<file path="src/rtl/ravenoc_pkg.sv">
// Shared NoC widths, flit type encoding, head-flit layout and packetizer states.
package ravenoc_pkg;

  localparam int unsigned FLIT_WIDTH   = 34;
  localparam int unsigned VC_WIDTH     = 2;
  localparam int unsigned PKT_WIDTH    = 8;
  localparam int unsigned NOC_CFG_SZ_X = 4;
  localparam int unsigned NOC_CFG_SZ_Y = 4;
  localparam int unsigned X_WIDTH = (NOC_CFG_SZ_X > 1) ? $clog2(NOC_CFG_SZ_X) : 1;
  localparam int unsigned Y_WIDTH = (NOC_CFG_SZ_Y > 1) ? $clog2(NOC_CFG_SZ_Y) : 1;
  localparam int unsigned HEAD_PAD_WIDTH = FLIT_WIDTH - 2 - X_WIDTH - Y_WIDTH - PKT_WIDTH;

  typedef enum logic [1:0] {
    HEAD_FLIT      = 2'b00,
    BODY_FLIT      = 2'b01,
    TAIL_FLIT      = 2'b10,
    HEAD_TAIL_FLIT = 2'b11
  } flit_type_t;

  typedef struct packed {
    flit_type_t                flit_type;
    logic [X_WIDTH-1:0]        x_dest;
    logic [Y_WIDTH-1:0]        y_dest;
    logic [PKT_WIDTH-1:0]      pkt_len;
    logic [HEAD_PAD_WIDTH-1:0] rsvd;
  } s_flit_head_data_t;

  typedef enum logic {
    IDLE = 1'b0,
    BODY = 1'b1
  } pkt_tx_st_t;

endpackage

</file>
<file path="src/rtl/ravenoc_flit_reg.sv">
// Output flit register: loads a flit, holds it while stalled, drops valid once consumed.
module ravenoc_flit_reg #(
  parameter int unsigned FLIT_WIDTH = ravenoc_pkg::FLIT_WIDTH,
  parameter int unsigned VC_WIDTH   = ravenoc_pkg::VC_WIDTH
) (
  input  logic                  clk,
  input  logic                  arst,
  input  logic                  load,
  input  logic                  ready,
  input  logic [FLIT_WIDTH-1:0] next_data,
  input  logic [VC_WIDTH-1:0]   next_vc,
  output logic                  valid,
  output logic [FLIT_WIDTH-1:0] data,
  output logic [VC_WIDTH-1:0]   vc
);

  always_ff @(posedge clk or posedge arst) begin
    if (arst) begin
      valid <= 1'b0;
      data  <= '0;
      vc    <= '0;
    end else if (load) begin
      valid <= 1'b1;
      data  <= next_data;
      vc    <= next_vc;
    end else if (ready) begin
      valid <= 1'b0;
    end
  end

endmodule

</file>
<file path="src/rtl/ravenoc_pkt_tx.sv">
// Packetizer: descriptor + payload stream -> head/body/tail flits for a router local port.
// Define RAVENOC_PKT_TX_CNT_EN to add the pkt_cnt_o sent-packet counter.
module ravenoc_pkt_tx
  import ravenoc_pkg::*;
#(
  parameter int unsigned FLIT_WIDTH = ravenoc_pkg::FLIT_WIDTH,
  parameter int unsigned VC_WIDTH   = ravenoc_pkg::VC_WIDTH,
  parameter int unsigned PKT_WIDTH  = ravenoc_pkg::PKT_WIDTH
) (
  input  logic                  clk,
  input  logic                  arst,
  input  logic                  msg_valid_i,
  output logic                  msg_ready_o,
  input  logic [X_WIDTH-1:0]    msg_x_dest_i,
  input  logic [Y_WIDTH-1:0]    msg_y_dest_i,
  input  logic [PKT_WIDTH-1:0]  msg_len_i,
  input  logic [VC_WIDTH-1:0]   msg_vc_i,
  input  logic                  pld_valid_i,
  output logic                  pld_ready_o,
  input  logic [FLIT_WIDTH-3:0] pld_data_i,
  output logic [FLIT_WIDTH-1:0] flit_data_o,
  output logic                  valid_o,
  input  logic                  ready_i,
`ifdef RAVENOC_PKT_TX_CNT_EN
  output logic [31:0]           pkt_cnt_o,
`endif
  output logic [VC_WIDTH-1:0]   vc_id_o
);

  localparam int unsigned PAD_WIDTH = FLIT_WIDTH - 2 - X_WIDTH - Y_WIDTH - PKT_WIDTH;

  pkt_tx_st_t             state;
  logic [PKT_WIDTH-1:0]   remaining;
  logic [VC_WIDTH-1:0]    vc_q;
  logic                   out_free;
  logic                   msg_fire;
  logic                   pld_fire;
  logic                   load;
  flit_type_t             head_type;
  flit_type_t             body_type;
  logic [FLIT_WIDTH-1:0]  next_flit;
  logic [VC_WIDTH-1:0]    next_vc;

  // Readies depend only on state and output-register occupancy, never on source valids.
  always_comb begin
    out_free    = !valid_o || ready_i;
    msg_ready_o = (state == IDLE) && out_free;
    pld_ready_o = (state == BODY) && out_free;
    msg_fire    = msg_valid_i && msg_ready_o;
    pld_fire    = pld_valid_i && pld_ready_o;
    load        = msg_fire || pld_fire;
    head_type   = (msg_len_i == '0) ? HEAD_TAIL_FLIT : HEAD_FLIT;
    body_type   = (remaining == PKT_WIDTH'(1)) ? TAIL_FLIT : BODY_FLIT;
    if (msg_fire) begin
      next_flit = {head_type, msg_x_dest_i, msg_y_dest_i, msg_len_i, {PAD_WIDTH{1'b0}}};
      next_vc   = msg_vc_i;
    end else begin
      next_flit = {body_type, pld_data_i};
      next_vc   = vc_q;
    end
  end

  // Packet sequencing: remaining counts payload flits still owed after the head.
  always_ff @(posedge clk or posedge arst) begin
    if (arst) begin
      state     <= IDLE;
      remaining <= '0;
      vc_q      <= '0;
    end else begin
      case (state)
        IDLE: begin
          if (msg_fire) begin
            vc_q <= msg_vc_i;
            if (msg_len_i != '0) begin
              remaining <= msg_len_i;
              state     <= BODY;
            end
          end
        end
        BODY: begin
          if (pld_fire) begin
            remaining <= remaining - PKT_WIDTH'(1);
            if (remaining == PKT_WIDTH'(1)) state <= IDLE;
          end
        end
      endcase
    end
  end

  ravenoc_flit_reg #(
    .FLIT_WIDTH(FLIT_WIDTH),
    .VC_WIDTH  (VC_WIDTH)
  ) u_flit_reg (
    .clk      (clk),
    .arst     (arst),
    .load     (load),
    .ready    (ready_i),
    .next_data(next_flit),
    .next_vc  (next_vc),
    .valid    (valid_o),
    .data     (flit_data_o),
    .vc       (vc_id_o)
  );

`ifdef RAVENOC_PKT_TX_CNT_EN
  // Tail and head-tail encodings share a set MSB, so it marks the last flit of a packet.
  always_ff @(posedge clk or posedge arst) begin
    if (arst) begin
      pkt_cnt_o <= '0;
    end else if (valid_o && ready_i && flit_data_o[FLIT_WIDTH-1]) begin
      pkt_cnt_o <= pkt_cnt_o + 32'd1;
    end
  end
`endif

endmodule

</file>
<file path="config.mk">
export PLATFORM = sky130hd
export DESIGN_NAME = ravenoc_pkt_tx
export DESIGN_NICKNAME = d
export VERILOG_FILES = /design/src/rtl/ravenoc_pkg.sv /design/src/rtl/ravenoc_flit_reg.sv /design/src/rtl/ravenoc_pkt_tx.sv
export SDC_FILE = /design/constraint.sdc
export NUM_CORES = 1
export LEC_CHECK = 0
export CAP_MARGIN = 0
export CORE_MARGIN = 5
export CORE_UTILIZATION = 38
export CTS_BUF_LIST = sky130_fd_sc_hd__clkbuf_16
export DETAILED_ROUTE_END_ITERATION = 6
export PLACE_DENSITY = 0.75
export REMOVE_ABC_BUFFERS = 1
export SETUP_SLACK_MARGIN = 0.5
export SLEW_MARGIN = 30
export SYNTH_ARGS = -nofsm -noshare
export SYNTH_HDL_FRONTEND = slang
export SYNTH_SLANG_ARGS = --single-unit
export TNS_END_PERCENT = 100
</file>
<file path="constraint.sdc">
create_clock -name clk -period 1.7 [get_ports clk]
set_clock_uncertainty 0.2 [all_clocks]
set_input_delay 0.17 -clock clk [delete_from_list [all_inputs] [get_ports clk]]
set_output_delay 0.17 -clock clk [all_outputs]
set_load 0.02 [all_outputs]
</file>
==> impl_metrics.json <==
{
  "cp-end-kind": "register",
  "ant_nets": 0,
  "die_area_um2": 7298,
  "critPathArrivalTime_ps": 1730,
  "synth_edf_count": 0,
  "worst_pin_slew_ps": 332.8,
  "fmax_ghz": 0.5652,
  "core-area_um2": 5507,
  "syn-cell-area_um2": 2162,
  "syn_avg_cell_area_um2": 11.32,
  "area_growth_pct": 82.47,
  "die_y_um": 85.43,
  "r2r_slack_ps": -70,
  "grt_pass1_wl_um": 10340,
  "place_area_um2": 3390,
  "vias": 2090,
  "port_buffers": 89,
  "antennaDiodeCount": 0,
  "critPathMaxFanout": 5,
  "violations": "setup timing",
  "layout-drive-gt1-share": 0.3917,
  "drcViolationCount": 0,
  "fin_util": 0.7164,
  "fin_area_um2": 3945,
  "finalCriticalPeriod_ps": 1769,
  "num_io_pins": 90,
  "htreeDepth": 2,
  "root_buffer": "clkbuf_16",
  "hold_path.class": "in -> async",
  "startpoint_type": "register",
  "overflow": 0,
  "max-cap-violations": 0,
  "place_inst": 372,
  "cts_tree": "built",
  "dpl.hpwl_um": 4528,
  "grt_antenna_before_repair": 0,
  "fill_cells": 408,
  "grtUsageTotal": 0.1799,
  "hold_violations": 0,
  "cp_data_required_time_ps": 1660,
  "clock_latency_ps": 290,
  "cts_hold_buf": 0,
  "status": "complete, but fails checks",
  "synthArstFlopShare": 1.000,
  "drtIter0Drc": 127,
  "place_ws_ps": -409.0,
  "ys_seq_area_frac": 0.5556,
  "p_per_area_nw_per_um2": 1843,
  "period_share": 1.041,
  "clock_path_buffers": 2,
  "vdd_drop_max_v": 0.0008688,
  "rsz0062_at_grt": "yes",
  "wire_per_inst_um": 16.84,
  "grt_max_degree": 49,
  "synth-seq-cells": 48,
  "cts_made_buffers": 5,
  "dr.pass1.iters": 4,
  "place_congestion": 0.8520,
  "final.setup.worst_slack_ps": -69.16,
  "synth_cell_type_count": 35,
  "final_nets": 389,
  "setup_viol": 3,
  "totalWireLength_um": 6889,
  "power_leakage_nw": 1.899,
  "power_w": 0.007272,
  "grt_pass1_vias": 2137,
  "die_w_um": 85.43,
  "synth_warnings": 0,
  "ys.flop_type": "dfrtp_1",
  "final_cells": 409,
  "rows": 27,
  "cts.sinks": 48,
  "synthCells": 191,
  "start_util": 0.3926,
  "viasPerCell": 5.110,
  "relSlewSlack": 0.7764,
  "slew_violations": 0,
  "clk_pin_slew_ps": 70,
  "worstSetupPathType": "reg -> reg"
}
-- worst max-delay path: stages (launching register included) --
cell     delay (ps)
dfrtp_1         370
nor2b_4         160
a211o_4         310
nor2b_4         140
buf_6           130
a221o_1         340
-- routing by layer --
metal	vias up	global-route usage	routed length, um
met3	14	0.05631	545
li1	994	-	-
met2	82	0.3107	3424
met5	-	0	0
met1	1000	0.2176	2780
met4	0	0.04460	138
-- logic make-up (layout without fill, tap and decap cells) --
| kind of cell | count (synthesis) | after routing | synth area share |
|---|---|---|---|
| and+or+nand+nor | 59 | 59 | 0.1418 |
| AOI/OAI and AO/OA | 51 | 51 | 0.1869 |
| adders and majority gates | 2 | 2 | 0.01157 |
| muxes | 14 | 14 | 0.06771 |
| DFF | 48 | 48 | 0.5556 |
| buffers and inverters | 17 | 163 | 0.03646 |
-- registers in the layout, summed over array words and instances (netlist names) --
register          flops
u_flit_reg.data      34
remaining             8
u_flit_reg.vc         2
vc_q                  2
state                 1
u_flit_reg.valid      1
-- cell usage in the layout (no fill, tap or decap), types with 3 or more instances in the layout --
cell type | netlist | routed
inv_1 | 5 | 3
a22oi_1 | 7 | 7
dlygate4sd2_1 | 0 | 6
nor2_4 | 2 | 3
buf_4 | 0 | 43
nor2_1 | 6 | 5
o21ai_1 | 5 | 4
nand2_2 | 0 | 4
nor3_1 | 3 | 3
dfrtp_1 | 48 | 48
mux2_4 | 0 | 4
nand2_1 | 26 | 22
clkdlybuf4s50_1 | 0 | 43
buf_12 | 0 | 7
nand3_1 | 6 | 6
a22o_1 | 21 | 21
mux2i_1 | 9 | 9
clkbuf_16 | 0 | 5
o21ai_0 | 7 | 7
nand4_1 | 5 | 5
buf_6 | 1 | 46
-- path summary, 6_finish.rpt --
kind	start	to	cells after the start
max in group asynchronous	arst	u_flit_reg.valid	3
min	arst	u_flit_reg.data[14]	3
max reg2reg	u_flit_reg.valid	remaining[6]	5
min in group clk	msg_len_i[5]	u_flit_reg.data[25]	3
max	u_flit_reg.valid	remaining[6]	5
min reg2reg	u_flit_reg.data[12]	u_flit_reg.data[12]	1
-- timing repair --
item | in CTS | in global routing
gates resized for setup | 234 | 37
pin swaps | 9 | 7
cloned | 1 | 0
setup endpoints to repair | 87 | 86
setup buffers | 12 | 16
-- per-stage QoR --
stage / TNS [ps] / hold slack (ps)
floorplan: -21140 / 92.45
global placement: -8826 / 258.5
detailed placement: -9573 / 270.4
CTS: -83.01 / 50.04
global route: -371.0 / 68.85
finish: -120.5 / 36.56
-- cells in the mapped netlist (all sizes together), types with 3 or more instances --
master	number	area, um^2
inv	5	18.77
clkbuf	5	18.77
nand4	5	31.28
nor2b	4	40.04
nor2	8	45.04
mux2i	9	90.09
o21ai	12	60.05
a22o	21	183.9
a22oi	7	52.55
mux2	5	56.30
buf	7	41.29
nand2	26	97.59
nor3	3	15.01
nand3	6	30.03
dfrtp	48	1201
-- where the power goes --
group	internal [W]	leakage, nW	switching [W]
Sequential	0.00170	0.588	0.000445
Clock	0.000543	0.0716	0.000420
Combinational	0.00234	1.24	0.00183
Total	0.00458	1.90	0.00270
-- layout make-up --
cell class / count / area [um^2] / area share
inverters: 5 / 18.77 / 0.004757
repair buffers: 150 / 1539 / 0.3901
well taps: 72 / 90.09 / 0.02284
clock buffers: 5 / 125.1 / 0.03172
clock inverters: 3 / 17.52 / 0.004440
flip-flops and latches: 48 / 1201 / 0.3045
multi-input cells: 126 / 953.4 / 0.2417
No activity file was read; power rests on OpenSTA's default activity.
